### src/rtl/mathbox_div_pkg.sv
// Shared types and chain mode encodings for the math-box divider sequencer.
package mathbox_div_pkg;

  typedef enum logic [1:0] {
    IDLE  = 2'b00,
    LOAD  = 2'b01,
    SHIFT = 2'b10,
    DONE  = 2'b11
  } div_state_t;

  // {S1,S0} encodings understood by the universal shift cells
  localparam logic [1:0] MODE_HOLD = 2'b00;
  localparam logic [1:0] MODE_SHR  = 2'b01;
  localparam logic [1:0] MODE_SHL  = 2'b10;
  localparam logic [1:0] MODE_LOAD = 2'b11;

endpackage

### src/rtl/quot_shift_chain.sv
// Cascade of WIDTH/8 universal 8-bit shift cells forming the quotient register.
// Shift-left feeds ds0 into bit 0; shift-right feeds ds7 into the top bit.
module quot_shift_chain
  import mathbox_div_pkg::*;
#(
  parameter int WIDTH = 16
) (
  input  logic             clk,
  input  logic             reset,
  input  logic [1:0]       mode,
  input  logic             ds0,
  input  logic             ds7,
  input  logic [WIDTH-1:0] par_in,
  output logic [WIDTH-1:0] par_out,
  output logic             msb
);

  localparam int CELLS = WIDTH / 8;

  logic [WIDTH-1:0] chain_q;

  for (genvar i = 0; i < CELLS; i++) begin : g_cell
    logic [7:0] cell_q;
    logic       shl_in;
    logic       shr_in;

    if (i == 0) begin : g_shl_src
      assign shl_in = ds0;
    end else begin : g_shl_src
      assign shl_in = chain_q[8*i-1];
    end

    if (i == CELLS - 1) begin : g_shr_src
      assign shr_in = ds7;
    end else begin : g_shr_src
      assign shr_in = chain_q[8*(i+1)];
    end

    // One shift cell: hold, shift right, shift left or parallel load by mode
    always_ff @(posedge clk or posedge reset) begin
      if (reset) begin
        cell_q <= '0;
      end else begin
        case (mode)
          MODE_HOLD: cell_q <= cell_q;
          MODE_SHR:  cell_q <= {shr_in, cell_q[7:1]};
          MODE_SHL:  cell_q <= {cell_q[6:0], shl_in};
          default:   cell_q <= par_in[8*i +: 8];
        endcase
      end
    end

    assign chain_q[8*i +: 8] = cell_q;
  end

  assign par_out = chain_q;
  assign msb     = chain_q[WIDTH-1];

endmodule

### src/rtl/mathbox_div_sequencer.sv
// Restoring divider sequencer driving the quotient shift chain.
// Optional feature: MATHBOX_DIV_ZERO_DETECT_EN short-circuits a zero divisor
// (flags div_by_zero, skips the shift steps). Undefined: div_by_zero is 0
// and a zero divisor runs the normal WIDTH-step algorithm.
module mathbox_div_sequencer
  import mathbox_div_pkg::*;
#(
  parameter int WIDTH = 16
) (
  input  logic             clk,
  input  logic             reset,
  input  logic             start,
  input  logic [WIDTH-1:0] dividend,
  input  logic [WIDTH-1:0] divisor,
  output logic             busy,
  output logic             done,
  output logic [WIDTH-1:0] quotient,
  output logic [WIDTH-1:0] remainder,
  output logic             div_by_zero,
  output logic [1:0]       shift_mode
);

  localparam int CW = $clog2(WIDTH + 1);

  div_state_t       state;
  logic [CW-1:0]    counter;
  logic [WIDTH-1:0] dividend_reg;
  logic [WIDTH-1:0] divisor_reg;
  logic [WIDTH-1:0] remainder_reg;
  logic [WIDTH-1:0] chain_in;
  logic             chain_msb;
  logic [WIDTH:0]   partial;
  logic             borrow;
  logic             unused_trial_bit;
  logic [WIDTH-1:0] trial_rem;
  logic             step_en;

  // Trial subtraction is WIDTH+2 wide so the top bit is the borrow
  assign partial = {remainder_reg, chain_msb};
  assign {borrow, unused_trial_bit, trial_rem} = {1'b0, partial} - {2'b00, divisor_reg};

`ifdef MATHBOX_DIV_ZERO_DETECT_EN
  logic dz_q;
  assign div_by_zero = dz_q;
  assign chain_in    = (divisor_reg == '0) ? '1 : dividend_reg;
`else
  assign div_by_zero = 1'b0;
  assign chain_in    = dividend_reg;
`endif

  // A flagged zero divide freezes the remainder during its single wait step
  assign step_en = ~div_by_zero;

  quot_shift_chain #(.WIDTH(WIDTH)) u_chain (
    .clk     (clk),
    .reset   (reset),
    .mode    (shift_mode),
    .ds0     (~borrow),
    .ds7     (1'b0),
    .par_in  (chain_in),
    .par_out (quotient),
    .msb     (chain_msb)
  );

  assign remainder = remainder_reg;

  // Sequencer FSM: registered mode/busy/done are set on entry to each state
  always_ff @(posedge clk or posedge reset) begin
    if (reset) begin
      state         <= IDLE;
      counter       <= '0;
      dividend_reg  <= '0;
      divisor_reg   <= '0;
      remainder_reg <= '0;
      busy          <= 1'b0;
      done          <= 1'b0;
      shift_mode    <= MODE_HOLD;
`ifdef MATHBOX_DIV_ZERO_DETECT_EN
      dz_q          <= 1'b0;
`endif
    end else begin
      case (state)
        IDLE: begin
          if (start) begin
            dividend_reg <= dividend;
            divisor_reg  <= divisor;
            busy         <= 1'b1;
            shift_mode   <= MODE_LOAD;
            state        <= LOAD;
          end
        end
        LOAD: begin
          remainder_reg <= '0;
          counter       <= CW'(WIDTH);
          shift_mode    <= MODE_SHL;
          state         <= SHIFT;
`ifdef MATHBOX_DIV_ZERO_DETECT_EN
          dz_q          <= 1'b0;
          if (divisor_reg == '0) begin
            dz_q          <= 1'b1;
            remainder_reg <= dividend_reg;
            counter       <= CW'(1);
            shift_mode    <= MODE_HOLD;
          end
`endif
        end
        SHIFT: begin
          if (step_en) begin
            remainder_reg <= borrow ? partial[WIDTH-1:0] : trial_rem;
          end
          counter <= counter - CW'(1);
          if (counter == CW'(1)) begin
            shift_mode <= MODE_HOLD;
            done       <= 1'b1;
            state      <= DONE;
          end
        end
        default: begin
          done  <= 1'b0;
          busy  <= 1'b0;
          state <= IDLE;
        end
      endcase
    end
  end

endmodule

### config.mk
export PLATFORM = sky130hd
export DESIGN_NAME = mathbox_div_sequencer
export DESIGN_NICKNAME = d
export VERILOG_FILES = /design/src/rtl/mathbox_div_pkg.sv /design/src/rtl/quot_shift_chain.sv /design/src/rtl/mathbox_div_sequencer.sv
export SDC_FILE = /design/constraint.sdc
export NUM_CORES = 1
export LEC_CHECK = 0
export CAP_MARGIN = 25
export CORE_MARGIN = 1.5
export CORE_UTILIZATION = 45
export CTS_CLUSTER_SIZE = 14
export DETAILED_ROUTE_END_ITERATION = 8
export PLACE_DENSITY_LB_ADDON = 0.08
export SKIP_CTS_REPAIR_TIMING = 1
export SLEW_MARGIN = 5
export SYNTH_ARGS = -nofsm -noshare
export SYNTH_HDL_FRONTEND = slang
export SYNTH_SLANG_ARGS = --single-unit
export TNS_END_PERCENT = 100
### constraint.sdc
create_clock -name clk -period 2.9 [get_ports clk]
set_input_delay 0.58 -clock clk [delete_from_list [all_inputs] [get_ports clk]]
set_output_delay 0.58 -clock clk [all_outputs]
set_load 0.005 [all_outputs]
==> results.toml <==
[run_status]
status = "complete, no violations"

[worst_setup_path]
cp_max_fo = 3
crit_buf_inv = 3
crit_top_cell = "inv_1"
ff2ff_path_depth = 12
criticalPathCategory = "reg2reg"
cp.required_ns = 3.13
crit_cells = 12
crit_slowest_cell = "fa_1"
cp-start-kind = "register"
crit_chain = "inv_1, ha_1, inv_1, fa_1, a21o_1, a221oi_2, nor3b_1, buf_4, o31ai_1, a21oi_1, xnor2_1, a31o_2"
critical_path_arrival_ns = 2.88
cp-end-kind = "register"
crit_family = "compound AO/OA/AOI/OAI gates"
cp_slowest_stage_delay_ns = 0.40

[timing]
fmax_mhz = 377.5
maxSlewHeadroom_pct = 56.54
hold_ws_ns = 0.5019
min_period_ns = 2.649
tightest_slew_ns = 0.6519
timing.final.crit_share_pct = 91.34
setup_violations = 0
rsz0062_at_grt = "false"
hold_violations = 0
finalSetupTns_ns = 0
slew_violations = 0
finClkSkew_ns = 0.01105

[die]
die_w_um = 100.2
ios = 72
die_y_um = 100.2
die_area_um2 = 10040
start_util_pct = 46.22
num_rows = 35
design.core.area_um2 = 9196

[clocking]
clk_latency_ns = 0.34
clk_pin_slew_ns = 0.08
cts_buffer_depth = 2
cts_root_buffer = "clkbuf_8"
cts_tree = "done"
cts.sinks = 75
htreeDepth = 3
cts_buffers = 9

[route]
dr.pass1.iters = 4
wl_um = 9299
vias = 3310
drcViolationCount = 0
postRouteAntennaNets = 0
routed_via_density = 5.507
wl_per_cell_um = 15.47
first_iter_violations = 137

[place]
gp_congestion = 0.8862
portBuffers = 70
dpl.hpwl_um = 6681
placed_area_um2 = 5062

[synthesis]
synth_area_per_cell_um2 = 10.24
synth-seq-area-share_pct = 44.16
ys_types = 58
synthCells = 415
async_flop_share_pct = 100.0
synth-edff-count = 0
yosys_warnings = 0
yosys_most_used_dff = "dfrtp_1"
synth_seq_cells = 75
syn-num-nets = 477
syn_area_um2 = 4250

[power_and_ir_drop]
max-vdd-ir-drop_uv = 551.8
powerDensity_nw_per_um2 = 998.9
total_leakage_power_uw = 0.002333

[worst_hold_path]
whs_path_depth = 1
hold_class = "reg2reg"

[finish]
fin_nets = 547
synthToLayoutAreaGrowth_pct = 24.23
final_cell_mix = "dfrtp_1, clkdlybuf4s50_1, nand2_1"
final_cell_area_um2 = 5280
drive_above_1_share_pct = 14.08
final_common_cell = "dfrtp_1"
num_antenna_cells = 0
fillers = 837

[global_routing]
gr-usage-all-layers_pct = 19.92
grt_overflow = 0
grt_max_degree = 76
grt_first_pass_wirelength_um = 16010
grt_pass1_vias = 3324
antenna_found_initial = 0

[job]
drv_cap = 0
-- routing by layer --
metal,wire (µm),global-route usage [%],up-vias
li1,-,-,1612
met1,4608,27.41,1628
met2,4227,31.71,64
met3,390,4.178,6
met4,72,6.067,0
met5,0,0,-
-- where the power goes --
part | leakage [µW] | switching, µW | internal [µW]
combinational | 0.00130 | 1350 | 1240
sequential | 0.000928 | 315 | 1480
clock | 0.000106 | 400 | 487
total | 0.00233 | 2060 | 3210
-- Yosys cell counts (8+ instances only) --
library cell | number | area share, %
xnor2_1 | 8 | 1.6
a22oi_1 | 14 | 2.5
mux2_2 | 32 | 8.5
nand2_1 | 42 | 3.7
inv_1 | 36 | 3.2
nor2_1 | 16 | 1.4
a21oi_1 | 16 | 1.9
o2bb2ai_1 | 10 | 2.1
ha_1 | 26 | 7.7
dfrtp_1 | 75 | 44
clkbuf_1 | 12 | 1.1
mux2i_1 | 14 | 3.3
o21ai_0 | 35 | 4.1
-- through the flow --
step / worst slack (ns) / util [%] / cells / power [µW]
finish: 0.2510 / 57.42 / 601 / 5274
global route: 0.05318 / 57.42 / 601 / 5759
CTS: 0.2461 / 57.42 / 601 / 5324
detailed placement: 0.2766 / 55.05 / 585 / 4409
global placement: 0.3106 / 55.05 / 585 / 4348
floorplan: 0.3851 / - / 415 / 3554
-- layout make-up --
cell class                 count  area, µm²  share of cell area [%]
timing repair buffer          80      788.3                   14.93
sequential                    75       1877                   35.55
inverter                      36      135.1                   2.559
tap                          111      138.9                   2.630
clock buffer                  10      127.6                   2.417
clock inverter                 6      90.09                   1.706
multi-input combinational    283       2123                   40.21
-- path summary, 6_finish.rpt --
kind,slack [ns],end,from
setup / recovery,0.25,remainder[12],u_chain.g_cell[1].cell_q[7]
hold / removal,0.50,counter[4],counter[4]
setup reg to reg,0.25,remainder[12],u_chain.g_cell[1].cell_q[7]
hold reg to reg,0.50,counter[4],counter[4]
max in group asynchronous,1.95,divisor_reg[3],reset
min in group asynchronous,0.63,chain_in[11],reset
-- cell families after synthesis --
family,count (synthesis),share of synthesized area (%)
XOR/XNOR,12,2.473
buffers and inverters,57,5.887
AO/OA/AOI/OAI,115,18.84
adder cells (fa/ha/maj),27,8.125
AND/OR/NAND/NOR,82,8.655
multiplexers,46,11.78
other,1,0.08823
flip-flops,75,44.16
-- worst reg2reg max path, delay by kind of cell, from the launching register on --
family                     cells  cell delay, ns
and+or+nand+nor                1            0.22
DFF                            1            0.39
buffers and inverters          3            0.30
AOI/OAI and AO/OA              5            0.97
adders and majority gates      2            0.56
xor gates and xnor gates       1            0.09
Power figures use the tool's default switching activity.
